===== config.mk =====
export PLATFORM = sky130hd
export DESIGN_NAME = q_update_ctrl
export DESIGN_NICKNAME = d
export VERILOG_FILES = /design/src/rtl/q_update_ctrl.sv
export SDC_FILE = /design/constraint.sdc
export NUM_CORES = 1
export LEC_CHECK = 0
export ABC_AREA = 1
export BUFFER_PORTS_ARGS = -buffer_cell sky130_fd_sc_hd__buf_4
export CAP_MARGIN = 20
export CORE_MARGIN = 3
export CORE_UTILIZATION = 40
export CTS_CLUSTER_SIZE = 14
export DETAILED_ROUTE_END_ITERATION = 8
export PLACE_DENSITY = 0.57
export SLEW_MARGIN = 40
export SYNTH_ARGS = -nofsm -noshare
export SYNTH_HDL_FRONTEND = slang
export SYNTH_SLANG_ARGS = --single-unit

===== constraint.sdc =====
create_clock -name clk -period 20.5 [get_ports clk]
set_input_delay 6.15 -clock clk [delete_from_list [all_inputs] [get_ports clk]]
set_output_delay 6.15 -clock clk [all_outputs]
set_load 0.02 [all_outputs]

===== src/rtl/q_update_ctrl.sv =====
// Tabular Q-learning update sequencer for a 64x16 action-value RAM (16 states x 4 actions, Q8.8).
// Reads Q(s,a) and Q(s',0..3), computes the TD update, writes it back and reports the greedy action.
module q_update_ctrl #(
    parameter int ALPHA_SHIFT = 2,
    parameter int GAMMA_SHIFT = 1
) (
    input  logic        clk,
    input  logic        rst,
    input  logic        start_i,
    input  logic [3:0]  state_i,
    input  logic [1:0]  action_i,
    input  logic [3:0]  next_state_i,
    input  logic [15:0] reward_i,
    input  logic        terminal_i,
    output logic        ram_en_o,
    output logic [5:0]  ram_rd_addr_o,
    output logic [5:0]  ram_wr_addr_o,
    output logic        ram_we_o,
    output logic [15:0] ram_wdata_o,
    input  logic [15:0] ram_rdata_i,
    output logic        busy_o,
    output logic        done_o,
    output logic [1:0]  best_action_o,
    output logic [15:0] q_new_o
);

    typedef enum logic [2:0] {
        S_IDLE  = 3'd0,
        S_READ  = 3'd1,
        S_CALC  = 3'd2,
        S_WRITE = 3'd3,
        S_DONE  = 3'd4
    } fsm_e;

    fsm_e       st_q, st_d;
    logic [2:0] cnt_q, cnt_d;

    logic [3:0]  s_q, sp_q;
    logic [1:0]  a_q;
    logic [15:0] r_q;
    logic        term_q;
    logic [15:0] qcur_q, max_q;
    logic [1:0]  idx_q;
    logic [5:0]  rd_addr_q, wr_addr_q;
    logic [15:0] wdata_q, q_new_q;
    logic [1:0]  best_q;

    // ---------------- FSM ----------------
    always_ff @(posedge clk or posedge rst) begin
        if (rst) begin
            st_q  <= S_IDLE;
            cnt_q <= 3'd0;
        end else begin
            st_q  <= st_d;
            cnt_q <= cnt_d;
        end
    end

    always_comb begin
        st_d     = st_q;
        cnt_d    = cnt_q;
        ram_en_o = 1'b0;
        ram_we_o = 1'b0;
        done_o   = 1'b0;
        busy_o   = 1'b1;
        case (st_q)
            S_IDLE: begin
                busy_o = 1'b0;
                if (start_i) begin
                    st_d  = S_READ;
                    cnt_d = 3'd0;
                end
            end
            S_READ: begin
                ram_en_o = 1'b1;
                if (cnt_q == 3'd5) begin
                    st_d  = S_CALC;
                    cnt_d = 3'd0;
                end else begin
                    cnt_d = cnt_q + 3'd1;
                end
            end
            S_CALC:  st_d = S_WRITE;
            S_WRITE: begin
                ram_we_o = 1'b1;
                st_d     = S_DONE;
            end
            S_DONE: begin
                done_o = 1'b1;
                st_d   = S_IDLE;
            end
            default: st_d = S_IDLE;
        endcase
    end

    // ---------------- Update arithmetic ----------------
    logic signed [16:0] max_ext, gmax;
    logic signed [17:0] sum, delta, qcur_ext, upd_full;
    logic        [15:0] target, upd;
    logic               unused_upd_hi;

    assign max_ext  = {max_q[15], max_q};
    assign gmax     = term_q ? 17'sd0 : (max_ext - (max_ext >>> GAMMA_SHIFT));
    assign sum      = {{2{r_q[15]}}, r_q} + {gmax[16], gmax};

    always_comb begin
        target = sum[15:0];
        if (sum > 18'sd32767)
            target = 16'h7FFF;
        else if (sum < -18'sd32768)
            target = 16'h8000;
    end

    assign qcur_ext = {{2{qcur_q[15]}}, qcur_q};
    assign delta    = {{2{target[15]}}, target} - qcur_ext;
    // Result always lies between qcur and target, so the low 16 bits are exact.
    assign upd_full = qcur_ext + (delta >>> ALPHA_SHIFT);
    assign upd      = upd_full[15:0];
    assign unused_upd_hi = ^upd_full[17:16];

    // ---------------- Datapath registers ----------------
    logic [2:0] idx_from_cnt;
    assign idx_from_cnt = cnt_q - 3'd2;

    always_ff @(posedge clk or posedge rst) begin
        if (rst) begin
            s_q       <= '0;
            a_q       <= '0;
            sp_q      <= '0;
            r_q       <= '0;
            term_q    <= 1'b0;
            qcur_q    <= '0;
            max_q     <= '0;
            idx_q     <= '0;
            rd_addr_q <= '0;
            wr_addr_q <= '0;
            wdata_q   <= '0;
            q_new_q   <= '0;
            best_q    <= '0;
        end else begin
            case (st_q)
                S_IDLE: begin
                    if (start_i) begin
                        s_q       <= state_i;
                        a_q       <= action_i;
                        sp_q      <= next_state_i;
                        r_q       <= reward_i;
                        term_q    <= terminal_i;
                        rd_addr_q <= {state_i, action_i};
                    end
                end
                S_READ: begin
                    // Address for the next READ cycle; held once all four s' entries are issued.
                    if (cnt_q <= 3'd3)
                        rd_addr_q <= {sp_q, cnt_q[1:0]};
                    // Data for the address issued in the previous cycle arrives now.
                    if (cnt_q == 3'd1) begin
                        qcur_q <= ram_rdata_i;
                    end else if (cnt_q == 3'd2) begin
                        max_q <= ram_rdata_i;
                        idx_q <= 2'd0;
                    end else if (cnt_q >= 3'd3) begin
                        if ($signed(ram_rdata_i) > $signed(max_q)) begin
                            max_q <= ram_rdata_i;
                            idx_q <= idx_from_cnt[1:0];
                        end
                    end
                end
                S_CALC: begin
                    wdata_q   <= upd;
                    wr_addr_q <= {s_q, a_q};
                end
                S_WRITE: begin
                    q_new_q <= wdata_q;
                    best_q  <= idx_q;
                end
                default: ;
            endcase
        end
    end

    assign ram_rd_addr_o = rd_addr_q;
    assign ram_wr_addr_o = wr_addr_q;
    assign ram_wdata_o   = wdata_q;
    assign q_new_o       = q_new_q;
    assign best_action_o = best_q;

endmodule


==> results.toml, run 1 <==
[yosys]
synth.area.mux_share_pct = 3.14
synthAdderAreaFrac_pct = 13.3
yosys.area_share.simple_pct = 22.0
yosysUniqueCellTypes = 47
synth_compound_area_share_pct = 13.9
avgSynthCellArea_um2 = 7.65
yosys.area_share.xor_xnor_pct = 3.55
synth_warnings = 0
synthCells = 1031
synth_area_um2 = 7890
synth_top_family_by_area = "simple AND/OR/NAND/NOR gates"
synth_nets = 1159
ys_seq_area_share_pct = 35.8
synthArstFlopShare_pct = 100
synth_ff_type = "dfrtp_1"
synth_edf_count = 0
ys_ff_latch = 113

[timing]
drv_slew = 0
max_freq_mhz = 126
tightest_slew_ns = 0.790
period_share_pct = 38.6
period_needed_ns = 7.92
hold_viol_final = 0
slew_headroom_pct = 47.0
finalClockSkew_ns = 0.00724
setup_violations = 0
final.setup.tns_ns = 0
rsz0062_at_grt = "no"

[worst_hold_path]
hold_path.class = "register to register"
min_to = "q_new_o[1]"
holdPathStages = 2
worstHoldStart = "q_new_o[1]"

[critical_path]
critical_path.startpoint = "ram_rdata_i[1]"
worstPathArrival_ns = 8.18
r2r_slack_ns = 12.87
r2r-end = "ram_wdata_o[14]"
end_kind = "register"
critical_path_peak_fanout = 36
r2r-start = "max_q[0]"
start_kind = "primary input"
worstPathRequired_ns = 20.76
rr_worst_depth = 57
crit_type = "primary input to register"

[place]
gp_congestion = 0.860
hpwl_um = 15100
port_buffers = 95

[detailed_routing]
drc = 0
wl_um = 19000
vias = 6732
wl_per_cell_um = 13.6
ant_nets = 0
drt-vias-per-instance = 4.81
drt_pass1_iterations = 4
drt-initial-drc-count = 243

[floorplan]
rows = 50
die_w_um = 146
pin_count = 96
core_um2 = 19000
die-area_um2 = 21400
initial_core_util_pct = 41.5
dieHeight_um = 146

[clocking]
cts_resized = 0
post_cts_buffers = 0
clk_pin_slew_worst_paths_ns = 0.05
clockBufferDepth = 2
h-tree-depth = 4
cts.sinks = 113
clock-root-buffer = "clkbuf_16"
cts_hold_buf = 0
cts_tree = "yes"
numCtsBuffers = 17
clk_latency_ns = 0.42

[global_routing]
grt_max_degree = 78
grt_pass1_vias = 6565
grtUsageTotal_pct = 18.3
antenna_found_initial = 0
grt_pass1_wl_um = 32200
grt-ovfl-total = 0

[cells_and_area]
drive_gt1_share_pct = 16.8
layout.nets = 1255
antenna_cells = 0
syn2layout_area_growth_pct = 21.0

[flow_run]
cap_violations = 0

[status]
status = "completed"
[Yosys cell counts (4+ instances only)]
cell type / count / area, um^2
xnor2_1: 14 / 123
nor2_1: 60 / 225
ha_1: 79 / 988
o31ai_1: 4 / 30.0
nor3_1: 12 / 60.1
nand2_2: 19 / 119
mux2_2: 22 / 248
nand4_1: 4 / 25.0
nand3_1: 30 / 150
clkbuf_1: 20 / 75.1
nand2_1: 273 / 1020
dfrtp_1: 113 / 2830
a211oi_1: 4 / 30.0
a21oi_1: 68 / 340
xor2_1: 18 / 158
a31oi_1: 8 / 50.1
inv_1: 140 / 526
o21ai_0: 94 / 470
[logic make-up (layout without fill, tap and decap cells)]
group           Yosys count  after routing
simple gates            415            415
compound gates          200            200
fa+ha+maj                82             82
mux                      22             22
flops                   113            113
buf+inv                 167            275
xor+xnor                 32             32
[through the flow]
step                util [%]  setup WS (ns)  area, um^2  hold slack [ns]  cells
floorplan                  -          11.36        7890            0.444   1031
global placement        46.6          12.08        8860            0.456   1368
detailed placement      46.7          12.13        8880            0.460   1368
CTS                     50.2          12.57        9550            0.474   1399
global route            50.2          11.89        9550            0.489   1399
finish                  50.2          12.58        9550            0.468   1399
[registers in the layout (all words and copies together) (netlist names)]
name,count
a_q,2
best_action_o,2
cnt_q,3
idx_q,2
max_q,16
q_new_o,16
qcur_q,16
r_q,16
ram_rd_addr_o,6
ram_wdata_o,16
ram_wr_addr_o,6
s_q,4
sp_q,4
st_q,3
term_q,1
[critical path, cell delays in order]
cell and delay, ns:
buf_4 0.11, ha_1 0.28, inv_1 0.04, nor2_1 0.08
nor2_1 0.05, o21a_1 0.16, o221ai_1 0.30, nand2_1 0.09
nand2_1 0.09, xnor2_1 0.11, a32oi_1 0.06, nor2_1 0.18
o21ai_4 0.25, nand2_1 0.12, o21ai_0 0.09
[metal layers]
layer  GRT usage (%)  wire length, um  part of all wire [%]  vias up
li1                -                -                     -     3565
met1            26.1             9650                    51     3038
met2            28.2             8350                    44      110
met3            3.63              673                   3.5       19
met4            5.79              348                   1.8        0
met5               0                0                     0        -
[cells in the final DEF (no fill, tap or decap), drive strengths merged, types with 2 or more instances in the layout]
cell type	count
nand3	31
bufinv	6
buf	100
clkinv	8
o221a	2
inv	141
nor3	12
fa	3
nor2	62
a211oi	4
a21o	2
nand2	295
clkbuf	20
a31oi	8
a21oi	70
o31ai	4
dfrtp	113
mux2	22
o221ai	2
ha	79
or2	4
o211ai	2
o21a	2
nand4	4
o21ai	96
xnor2	14
and2	3
xor2	18
o21bai	3
[worst max path at each step]
stage / end / cells after the start / slack, ns
CTS: max_q[6] / 15 / 12.57
global route: ram_wdata_o[14] / 58 / 11.89
finish: max_q[2] / 15 / 12.58
floorplan: a_q[0] / 1 / 11.36
detailed placement: max_q[2] / 15 / 12.13
global placement: max_q[4] / 14 / 12.08
[area by class of cell]
| class | count | area (um^2) |
|---|---|---|
| fillers | 1906 | 9470 |
| repair buffers | 100 | 754 |
| multi-input cells | 751 | 4430 |
| inverters | 144 | 543 |
| clock buffers | 20 | 457 |
| flip-flops and latches | 113 | 2830 |
| clock inverters | 11 | 209 |
| well taps | 260 | 325 |
Power of run 1 is left out: the tool's default activity adds up to more than one toggle a clock period on the data nets, which glitch-free logic cannot reach.
==> inputs of run 2 (changes only) <==
==> constraint.sdc (replaced) <==
create_clock -name clk -period 8.04 [get_ports clk]
set_input_delay 2.412 -clock clk [delete_from_list [all_inputs] [get_ports clk]]
set_output_delay 2.412 -clock clk [all_outputs]
set_load 0.02 [all_outputs]
==> results.toml, run 2 (synthesis gave the netlist of run 1 again) <==
[detailed_routing]
wirelength_met1_um = 9600
wl_um = 19100
vias = 6716
drt_pass1_iterations = 4
wl_met2_um = 8450
wl_met3_um = 630
top_layer_used = "met4"
drt-initial-drc-count = 291
drc = 0
ant_nets = 0
drt-vias-per-instance = 4.79
wl_per_cell_um = 13.6

[clocking]
h-tree-depth = 4
cts_hold_buf = 0
clk_pin_slew_worst_paths_ns = 0.06
clockBufferDepth = 2
clk_latency_ns = 0.42
numCtsBuffers = 17
clock-root-buffer = "clkbuf_16"
cts.sinks = 113
cts_tree = "yes"

[timing]
final.setup.tns_ns = 0
max_freq_mhz = 140
setup_violations = 0
period_needed_ns = 7.16
hold_viol_final = 0
drv_slew = 0
rsz0062_at_grt = "no"
tightest_slew_ns = 0.793
slew_headroom_pct = 46.8
finalClockSkew_ns = 0.0103
period_share_pct = 89.0

[floorplan]
die_w_um = 146
dieHeight_um = 146
core_um2 = 19000
die-area_um2 = 21400
pin_count = 96
initial_core_util_pct = 41.5
rows = 50

[worst_hold_path]
hold_path.class = "register to register"

[critical_path]
cp_slowest_cell = "fa_1"
critical_path_peak_fanout = 6
worstPathRequired_ns = 8.34
worstPathArrival_ns = 7.46
start_kind = "register"
crit_type = "register to register"
end_kind = "register"
crit_top_cell = "nand2_1"
critPathMaxStageDelay_ns = 0.45
critPathTopFamily = "simple AND/OR/NAND/NOR gates"
path_buf_inv = 8

[cells_and_area]
multi_input_area_um2 = 4450
syn2layout_area_growth_pct = 21.0
layout.nets = 1259
final-seq-area_um2 = 2830
stdcell_area_um2 = 9540
drive_gt1_share_pct = 17.5
antenna_cells = 0
layout_commonest_cell = "nand2_1"
n_fill_cell = 1908
final_cell_mix = "nand2_1, inv_1, dfrtp_1"

[place]
hpwl_um = 15000
port_buffers = 95
placed_area_um2 = 8880
gp_congestion = 0.884

[global_routing]
grt-ovfl-total = 0
grtUsageTotal_pct = 18.4
grt_pass1_vias = 6665
grt_pass1_wl_um = 32400
grt_max_degree = 63
antenna_found_initial = 0

[flow_run]
cap_violations = 0

[status]
status = "completed"
==> run 2: routing by layer <==
metal,up-vias,global-route usage (%)
met5,-,0
met4,0,5.74
met3,24,4.19
met2,119,29.0
met1,3011,25.4
li1,3562,-
==> run 2: cell type report <==
type / count / area share (%)
Clock buffer: 21 / 4.72
Sequential cell: 113 / 29.6
Multi-Input combinational cell: 751 / 46.7
Tap cell: 260 / 3.41
Clock inverter: 10 / 1.66
Timing Repair Buffer: 103 / 8.14
Inverter: 144 / 5.73
Timing Repair inverter: 1 / 0.0524
==> run 2: path summary, 6_finish.rpt <==
kind,start,endpoint,slack (ns),cells past startpoint
worst max-delay path,max_q[0],ram_wdata_o[14],0.88,57
worst min-delay path,q_new_o[7],q_new_o[7],0.47,2
worst max register to register,max_q[0],ram_wdata_o[14],0.88,57
worst min register to register,q_new_o[7],q_new_o[7],0.47,2
max in group asynchronous,rst,r_q[6],4.97,3
min in group asynchronous,rst,q_new_o[15],2.09,2
==> run 2: stage by stage <==
stage	setup WS [ns]	hold WS (ns)	std cells	utilization, %
6_report	0.884	0.468	1403	50.2
5_1_grt	0.00927	0.497	1403	50.2
4_1_cts	0.611	0.473	1400	49.9
3_5_place_dp	0.652	0.460	1369	46.7
3_3_place_gp	0.809	0.455	1369	46.7
2_1_floorplan	1.30	0.444	1031	-
==> run 2: repair_timing <==
action	CTS	global route
buffers inserted	0	2
setup endpoints to repair	0	3
resized for setup	0	10
==> run 2: worst min-delay path: stages (launching register included) <==
cell     delay [ns]
dfrtp_1        0.34
nand2_1        0.05
nand2_1        0.04
Power of run 2 is left out for the same reason.
==> inputs of run 3 (changes only) <==
--- a/config.mk
+++ b/config.mk
@@ -13,6 +13,7 @@
 export CTS_CLUSTER_SIZE = 14
 export DETAILED_ROUTE_END_ITERATION = 8
 export PLACE_DENSITY = 0.57
+export RECOVER_POWER = 50
 export SLEW_MARGIN = 40
 export SYNTH_ARGS = -nofsm -noshare
 export SYNTH_HDL_FRONTEND = slang
==> constraint.sdc (replaced) <==
create_clock -name clk -period 7 [get_ports clk]
set_input_delay 2.1 -clock clk [delete_from_list [all_inputs] [get_ports clk]]
set_output_delay 2.1 -clock clk [all_outputs]
set_load 0.02 [all_outputs]
==> results.toml, run 3 (synthesis gave the netlist of run 1 again) <==
[status]
status = "finished, violations left"
violations = "max-capacitance violations, max-slew violations"

[critical_path]
path_buf_inv = 8
crit_top_cell = "nand2_1"
worstPathRequired_ns = 7.31
r2r_slack_ns = 0.24
cp_slowest_cell = "dfrtp_2"
path_depth = 56
critPathTopFamily = "simple AND/OR/NAND/NOR gates"
critPathMaxStageDelay_ns = 0.43
worstPathArrival_ns = 7.07
crit_type = "register to register"
start_kind = "register"
end_kind = "register"
critical_path_peak_fanout = 6
rr_worst_depth = 56

[global_routing]
grt_pass1_wl_um = 32400
grt_max_degree = 68
antenna_found_initial = 0
grt_pass1_vias = 6632
grtUsageTotal_pct = 18.6
grt-ovfl-total = 0

[clocking]
clk_latency_ns = 0.42
cts.sinks = 113
clk_pin_slew_worst_paths_ns = 0.06
h-tree-depth = 4
cts_hold_buf = 0
clockBufferDepth = 2
clock-root-buffer = "clkbuf_16"
cts_tree = "yes"
numCtsBuffers = 17

[place]
placed_area_um2 = 9050
gp_congestion = 0.880
dp.cells = 1391
hpwl_um = 15200
port_buffers = 95

[floorplan]
dieHeight_um = 146
pin_count = 96
core_um2 = 19000
die-area_um2 = 21400
initial_core_util_pct = 41.5
rows = 50
die_w_um = 146

[timing]
hold_viol_final = 0
rsz0062_at_grt = "yes"
tightest_slew_ns = 2.13
setup_violations = 0
drv_slew = 150
slew_headroom_pct = -43.0
period_needed_ns = 6.76
period_share_pct = 96.6
max_freq_mhz = 148
finalClockSkew_ns = 0.00898
final.setup.tns_ns = 0

[cells_and_area]
layout_commonest_cell = "nand2_1"
n_fill_cell = 1890
syn2layout_area_growth_pct = 27.2
layout.cells.non_filler = 1444
antenna_cells = 0
final-seq-area_um2 = 2830
final_cell_mix = "nand2_1, inv_1, buf_4"
layout.nets = 1299
drive_gt1_share_pct = 24.7
multi_input_area_um2 = 4730
fin_util_pct = 52.8
stdcell_area_um2 = 10000

[detailed_routing]
wl_um = 20100
drt-initial-drc-count = 308
ant_nets = 0
top_layer_used = "met4"
drt-vias-per-instance = 4.83
drt_pass1_iterations = 5
wl_per_cell_um = 13.9
vias = 6978
wirelength_met1_um = 9860
wl_met3_um = 686
drc = 0
wl_met2_um = 9260

[flow_run]
cap_violations = 3

[worst_hold_path]
holdPathStages = 2
hold_path.class = "register to register"
-- run 3: changes by cell type in the layout (fill, tap and decap cells not counted), moves of 10 or more --
cell,change
a21oi_1,-10
buf_4,+18
nand2_1,-14
nand2_2,+11
o21ai_0,-14
-- run 3: worst register-to-register path, delay by kind of cell (launching register included) --
| family | cells | cell delay (ns) |
|---|---|---|
| xor+xnor | 1 | 0.08 |
| compound gates | 15 | 1.50 |
| simple gates | 27 | 2.27 |
| flops | 1 | 0.43 |
| fa+ha+maj | 5 | 1.59 |
| buf+inv | 8 | 0.80 |
-- run 3: path summary, 6_finish.rpt --
| check | end | start |
|---|---|---|
| hold reg to reg | q_new_o[7] | q_new_o[7] |
| hold / removal | q_new_o[7] | q_new_o[7] |
| max in group asynchronous | max_q[14] | rst |
| setup reg to reg | ram_wdata_o[14] | max_q[1] |
| setup / recovery | ram_wdata_o[14] | max_q[1] |
| min in group asynchronous | ram_wdata_o[15] | rst |
-- run 3: cell type report --
| type | instances | area share (%) |
|---|---|---|
| flip-flops and latches | 113 | 28.2 |
| multi-input cells | 751 | 47.1 |
| clock buffers | 17 | 4.24 |
| well taps | 260 | 3.24 |
| clock inverters | 15 | 1.36 |
| inverters | 144 | 5.42 |
| repair buffers | 144 | 10.4 |
-- run 3: through the flow --
| stage | setup slack (ns) | hold slack (ns) |
|---|---|---|
| final | 0.238 | 0.467 |
| after global routing | -0.153 | 0.495 |
| after CTS | 0.0655 | 0.473 |
| after detailed placement | -0.0908 | 0.460 |
| after global placement | -0.0115 | 0.455 |
| after floorplan | 0.264 | 0.444 |
-- run 3: what timing repair did --
action                     4_1_cts  5_1_grt
cloned                           0        0
gates resized for setup         12       88
setup buffers                    3       18
pin swaps                        5       69
setup endpoints to repair        3        8
-- run 3: routing by layer --
layer,track usage (%),vias up
li1,-,3653
met1,25.8,3184
met2,29.8,121
met3,3.57,20
met4,5.03,0
met5,0,-
Power of run 3 is left out for the same reason.
